<file path="src/rtl/fib_seq_engine.sv">
// rtl/fib_seq_engine.sv - Fibonacci-style sequence engine over a register file; optional FIB_SATURATE_EN saturates overflowing terms
module fib_seq_engine #(
    parameter int DATA_W = 16,
    parameter int ADDR_W = 4
) (
    input  logic              clk,
    input  logic              reset,
    input  logic              start,
    input  logic [DATA_W-1:0] seed0,
    input  logic [DATA_W-1:0] seed1,
    input  logic [ADDR_W-1:0] count,
    input  logic [ADDR_W-1:0] rd_addr,
    output logic              busy,
    output logic              done,
    output logic              ovf,
    output logic [2:0]        fsmState,
    output logic [DATA_W-1:0] currentResult
);
    localparam int DEPTH = 2 ** ADDR_W;

    typedef enum logic [2:0] {
        S_IDLE  = 3'd0,
        S_LOAD0 = 3'd1,
        S_LOAD1 = 3'd2,
        S_CALC  = 3'd3,
        S_WRITE = 3'd4,
        S_DONE  = 3'd5
    } state_t;

    state_t            state_q, state_d;
    logic [DATA_W-1:0] regs_q [DEPTH];
    logic [DATA_W-1:0] seed0_q, seed1_q;
    logic [ADDR_W:0]   n_q, n_d;
    logic [ADDR_W-1:0] k_q;
    logic [DATA_W:0]   sum_q;
    logic              ovf_q;
    logic [DATA_W-1:0] rd_q;

    logic              last_term;
    logic              wr_en;
    logic [ADDR_W-1:0] wr_addr;
    logic [DATA_W-1:0] wr_data;
    logic [DATA_W-1:0] term;
    logic [ADDR_W-1:0] idx_a, idx_b;

    // Operand indices for the term being computed: R[k-2] and R[k-1]
    assign idx_a = k_q - ADDR_W'(2);
    assign idx_b = k_q - ADDR_W'(1);

    // Last term is R[N-1]; k never exceeds N-1 while writing
    assign last_term = ({1'b0, k_q} == (n_q - (ADDR_W + 1)'(1)));

`ifdef FIB_SATURATE_EN
    assign term = sum_q[DATA_W] ? {DATA_W{1'b1}} : sum_q[DATA_W-1:0];
`else
    assign term = sum_q[DATA_W-1:0];
`endif

    // Term-count decode: 0 selects the whole file, 1 is promoted to 2
    always_comb begin
        n_d = {1'b0, count};
        if (count == '0) begin
            n_d = (ADDR_W + 1)'(DEPTH);
        end else if (count == ADDR_W'(1)) begin
            n_d = (ADDR_W + 1)'(2);
        end
    end

    // Next-state logic; unused codes fall back to IDLE
    always_comb begin
        state_d = state_q;
        case (state_q)
            S_IDLE:  if (start) state_d = S_LOAD0;
            S_LOAD0: state_d = S_LOAD1;
            S_LOAD1: state_d = (n_q == (ADDR_W + 1)'(2)) ? S_DONE : S_CALC;
            S_CALC:  state_d = S_WRITE;
            S_WRITE: state_d = last_term ? S_DONE : S_CALC;
            S_DONE:  state_d = S_IDLE;
            default: state_d = S_IDLE;
        endcase
    end

    // Single register-file write port shared by seed loads and term writes
    always_comb begin
        wr_en   = 1'b0;
        wr_addr = k_q;
        wr_data = term;
        case (state_q)
            S_LOAD0: begin
                wr_en   = 1'b1;
                wr_addr = '0;
                wr_data = seed0_q;
            end
            S_LOAD1: begin
                wr_en   = 1'b1;
                wr_addr = ADDR_W'(1);
                wr_data = seed1_q;
            end
            S_WRITE: wr_en = 1'b1;
            default: ;
        endcase
    end

    // Control state: FSM, run parameters captured at start, sum and overflow
    always_ff @(posedge clk) begin
        if (reset) begin
            state_q <= S_IDLE;
            k_q     <= '0;
            n_q     <= '0;
            seed0_q <= '0;
            seed1_q <= '0;
            sum_q   <= '0;
            ovf_q   <= 1'b0;
        end else begin
            state_q <= state_d;
            if (state_q == S_IDLE && start) begin
                seed0_q <= seed0;
                seed1_q <= seed1;
                n_q     <= n_d;
                k_q     <= ADDR_W'(2);
                ovf_q   <= 1'b0;
            end
            if (state_q == S_CALC) begin
                sum_q <= {1'b0, regs_q[idx_a]} + {1'b0, regs_q[idx_b]};
            end
            if (state_q == S_WRITE) begin
                k_q <= k_q + ADDR_W'(1);
                if (sum_q[DATA_W]) begin
                    ovf_q <= 1'b1;
                end
            end
        end
    end

    // Register file and registered read port with write-through bypass
    always_ff @(posedge clk) begin
        if (reset) begin
            for (int i = 0; i < DEPTH; i++) begin
                regs_q[i] <= '0;
            end
            rd_q <= '0;
        end else begin
            if (wr_en) begin
                regs_q[wr_addr] <= wr_data;
            end
            rd_q <= (wr_en && (wr_addr == rd_addr)) ? wr_data : regs_q[rd_addr];
        end
    end

    assign busy          = (state_q != S_IDLE);
    assign done          = (state_q == S_DONE);
    assign ovf           = ovf_q;
    assign fsmState      = state_q;
    assign currentResult = rd_q;

endmodule

</file>
<file path="config.mk">
export PLATFORM = sky130hd
export DESIGN_NAME = fib_seq_engine
export DESIGN_NICKNAME = d
export VERILOG_FILES = /design/src/rtl/fib_seq_engine.sv
export SDC_FILE = /design/constraint.sdc
export NUM_CORES = 1
export LEC_CHECK = 0
export CORE_MARGIN = 1.5
export CORE_UTILIZATION = 50
export DETAILED_ROUTE_END_ITERATION = 10
export PLACE_DENSITY = 0.79
export SLEW_MARGIN = 20
export SYNTH_ARGS = -nofsm -noshare
export SYNTH_HDL_FRONTEND = slang
export SYNTH_SLANG_ARGS = --single-unit
</file>
<file path="constraint.sdc">
create_clock -name clk -period 9.85 [get_ports clk]
set_input_delay 2.4625 -clock clk [delete_from_list [all_inputs] [get_ports clk]]
set_output_delay 2.4625 -clock clk [all_outputs]
set_load 0.03 [all_outputs]
</file>
==> metrics.md <==
| Metric | Value |
|---|---|
| Yosys top cell area share | 39.7% |
| Ys async rst share | 0% |
| Mean Syn Cell Area | 13.4 sq um |
| Worst-path clk slew | 60 ps |
| Yosys warning count | 0 |
| Hold-fix buffer count after cts | 0 |
| Register area share after synthesis | 47.8% |
| Fraction of layout cells with a size suffix above 1 | 26.2% |
| Minimum clock period | 5540 ps |
| H-Tree Depth | 2 |
| Initial antenna violation count | 1 |
| CP required | 10,260 ps |
| Clk buf depth | 3 |
| Most frequent cells after synthesis | 277 x nor2_1, 256 x edfxtp_1, 223 x mux4_2 |
| Number of detailed-route iterations in the first pass | 7 |
| Antenna viol nets, final | 0 |
| Gr ovfl total | 0 |
| Latest clock arrival within the worst-skew pair | 540 ps |
| Synthesized Nets | 1,514 |
| Run status | finished, final reports clean |
| Core ar. | 37,800 sq um |
| Vias in the first global route | 13,500 |
| First-pass GRT wire length | 85,400 um |
| Slew HR | 27.3% |
| Post-synthesis instance total | 1,447 |
| Total negative slack | 0 ps |
| Setup Skew | 17.7 ps |
| DR DRC count | 0 |
| Die height | 200 um |
| Crit Path Category | reg2reg |
| Largest stage delay, worst path | 770 ps |
| Post-synth top flop | edfxtp_1 |
| N_diodes | 0 |
| Total track usage | 29.8% |
| Total CTS buffers | 36 |
| Critical path's top delay family | compound AO/OA/AOI/OAI gates |
| Rows | 71 |
| Total Power | 0.00369 W |
| Worst Max-Slew Pin Slew | 1090 ps |
| Clk sinks | 334 |
| Vias after detailed routing | 13,700 |
| Pwr dens | 172 nW/um^2 |
| Post-CTS resize count | 0 |
| Fmax | 180 MHz |
| Netlist Area Pre-Place | 19,300 sq um |
| Critical path cell sequence | inv_1 > ha_4 > buf_4 > mux4_2 > mux4_1 > ha_1 > a211o_1 > o32ai_2 > o21a_1 > a2111oi_0 > a311o_1 |
| Max Slew Vio Count | 0 |
| 1st-iter DRT viols | 1,992 |
| Yosys cell types | 71 |
| Final Util | 56.7% |
| Yosys top cell by area | edfxtp_1 |
| Post-synth EDFFs | 256 |
| Routability cong. | 0.926 |
| Period utilization | 56.3% |
| # IOs | 65 |
| Largest net degree at the start of global routing | 86 |
| CTS tree | yes |
| Die area | 39,900 sq um |
| Wire per inst | 28.9 um |
| RSZ-0062 raised after global routing | false |
| Hold Crit Class | reg2reg |
| Most common cell in the synthesized netlist | nor2_1 |
| Yosys reg bits | 334 |
| Worst-path fanout max | 34 |
| Post-CTS Setup Inserts | 0 |
| Kind of end point of the critical path | flop |
| Pre-CTS setup slack | 4350 ps |
| Root Driver | clkbuf_16 |
| Port Buffers | 64 |
| Critical Path Slowest Stage Cell | ha_4 |
| CP bufs+invs | 2 |
| Vias per cell | 6.85 |
| Final WS setup | 4310 ps |
| Net count reported at finish | 1,526 |
| VDD IR max | 0.0956 mV |
| Ranking of synthesized cells by area | edfxtp_1 40%, mux4_2 26%, dfxtp_1 8.1% |
| Area growth syn-to-layout | 11.0% |
| # setup viols final | 0 |
| Initial Util | 51.1% |
| Routed Wire Length | 57,700 um |
| # Max-Cap Violations | 0 |
| Die width | 200 um |
| Arrival time at the worst endpoint | 5960 ps |
| Leakage power | 7.32 nW |
| CP startpoint kind | flop |
| HPWL after DPL | 35,200 um |
| Final hold viol count | 0 |
[worst register-to-register path: stages, from the launching register on]
cell and delay, ps:
dfxtp_4 660, inv_1 320, ha_4 770, buf_4 720, mux4_2 660, mux4_1 520
ha_1 380, a211o_1 330, o32ai_2 350, o21a_1 250, a2111oi_0 110, a311o_1 340
[stage by stage]
stage / instance area [sq um] / hold WS (ps) / instances
final: 21500 / 458 / 1998
after global placement: 20300 / 438 / 1932
after global routing: 21500 / 475 / 1998
after detailed placement: 20300 / 447 / 1932
after floorplan: 19300 / 425 / 1447
after CTS: 21500 / 454 / 1998
[cell type report]
cell class,instances,area (sq um)
Sequential cell,334,9260
Timing Repair Buffer,102,908
Fill cell,2953,16400
Tap cell,511,639
Clock inverter,18,143
Clock buffer,48,1050
Inverter,8,30.0
Multi-Input combinational cell,977,9440
[cell families after synthesis]
family | Yosys count | synth area share (%)
XOR/XNOR | 21 | 0.951
adder cells (fa/ha/maj) | 24 | 1.59
buffers and inverters | 136 | 3.71
AND/OR/NAND/NOR | 500 | 11.6
flip-flops | 334 | 47.8
AO/OA/AOI/OAI | 159 | 5.70
multiplexers | 273 | 28.6
[power breakdown]
part / total [W] / switching, W / leakage [nW] / internal [W]
logic: 0.000699 / 0.000403 / 3.44 / 0.000297
registers: 0.00163 / 0.0000549 / 3.28 / 0.00157
clock network: 0.00137 / 0.000581 / 0.597 / 0.000784
[routing by layer]
| metal | track usage [%] | vias up | part of all wire (%) |
|---|---|---|---|
| li1 | - | 5582 | - |
| met1 | 37.2 | 6731 | 33 |
| met2 | 47.5 | 1154 | 47 |
| met3 | 8.00 | 223 | 14 |
| met4 | 16.0 | 2 | 5.8 |
| met5 | 0 | - | 0.019 |
[cell usage in the layout, fill, tap and decap left out, types with 4 or more instances in the layout]
cell type | synthesis | routed
nor2_1 | 277 | 277
edfxtp_1 | 256 | 256
mux4_2 | 223 | 223
nand2_1 | 119 | 119
dfxtp_1 | 78 | 76
clkdlybuf4s50_1 | 0 | 60
a21oi_1 | 55 | 55
mux2i_1 | 48 | 48
buf_4 | 5 | 39
clkbuf_16 | 0 | 38
ha_1 | 23 | 22
nand2b_1 | 22 | 21
o22ai_1 | 18 | 18
o22a_1 | 16 | 16
xnor2_1 | 17 | 16
o21ai_2 | 11 | 14
nor3_1 | 13 | 13
clkinv_2 | 0 | 11
nand3_1 | 10 | 10
inv_1 | 8 | 8
nand2_4 | 8 | 8
nor2_2 | 8 | 8
nor2b_1 | 7 | 7
o21ai_0 | 7 | 7
nand2_2 | 6 | 6
a211o_1 | 6 | 6
clkbuf_8 | 0 | 6
a211oi_1 | 5 | 5
o21a_1 | 5 | 5
nor3b_1 | 4 | 4
[path summary, 6_finish.rpt]
check                     startpoint  slack, ps  depth (start not counted)                       to
max reg2reg      k_q[1]$_SDFFE_PP0P_       4310                         11   sum_q[13]$_SDFFE_PP0P_
min          seed0_q[3]$_SDFFE_PP0P_        460                          2  seed0_q[3]$_SDFFE_PP0P_
min reg2reg  seed0_q[3]$_SDFFE_PP0P_        460                          2  seed0_q[3]$_SDFFE_PP0P_
max              k_q[1]$_SDFFE_PP0P_       4310                         11   sum_q[13]$_SDFFE_PP0P_
[registers in the layout (all words and copies together), names as in the netlist]
name,count
seed1_q,16
sum_q,17
currentResult,16
fsmState,3
k_q,4
ovf,1
regs_q,256
seed0_q,16
n_q,5
Note: power is estimated with default switching activity, not from simulation.
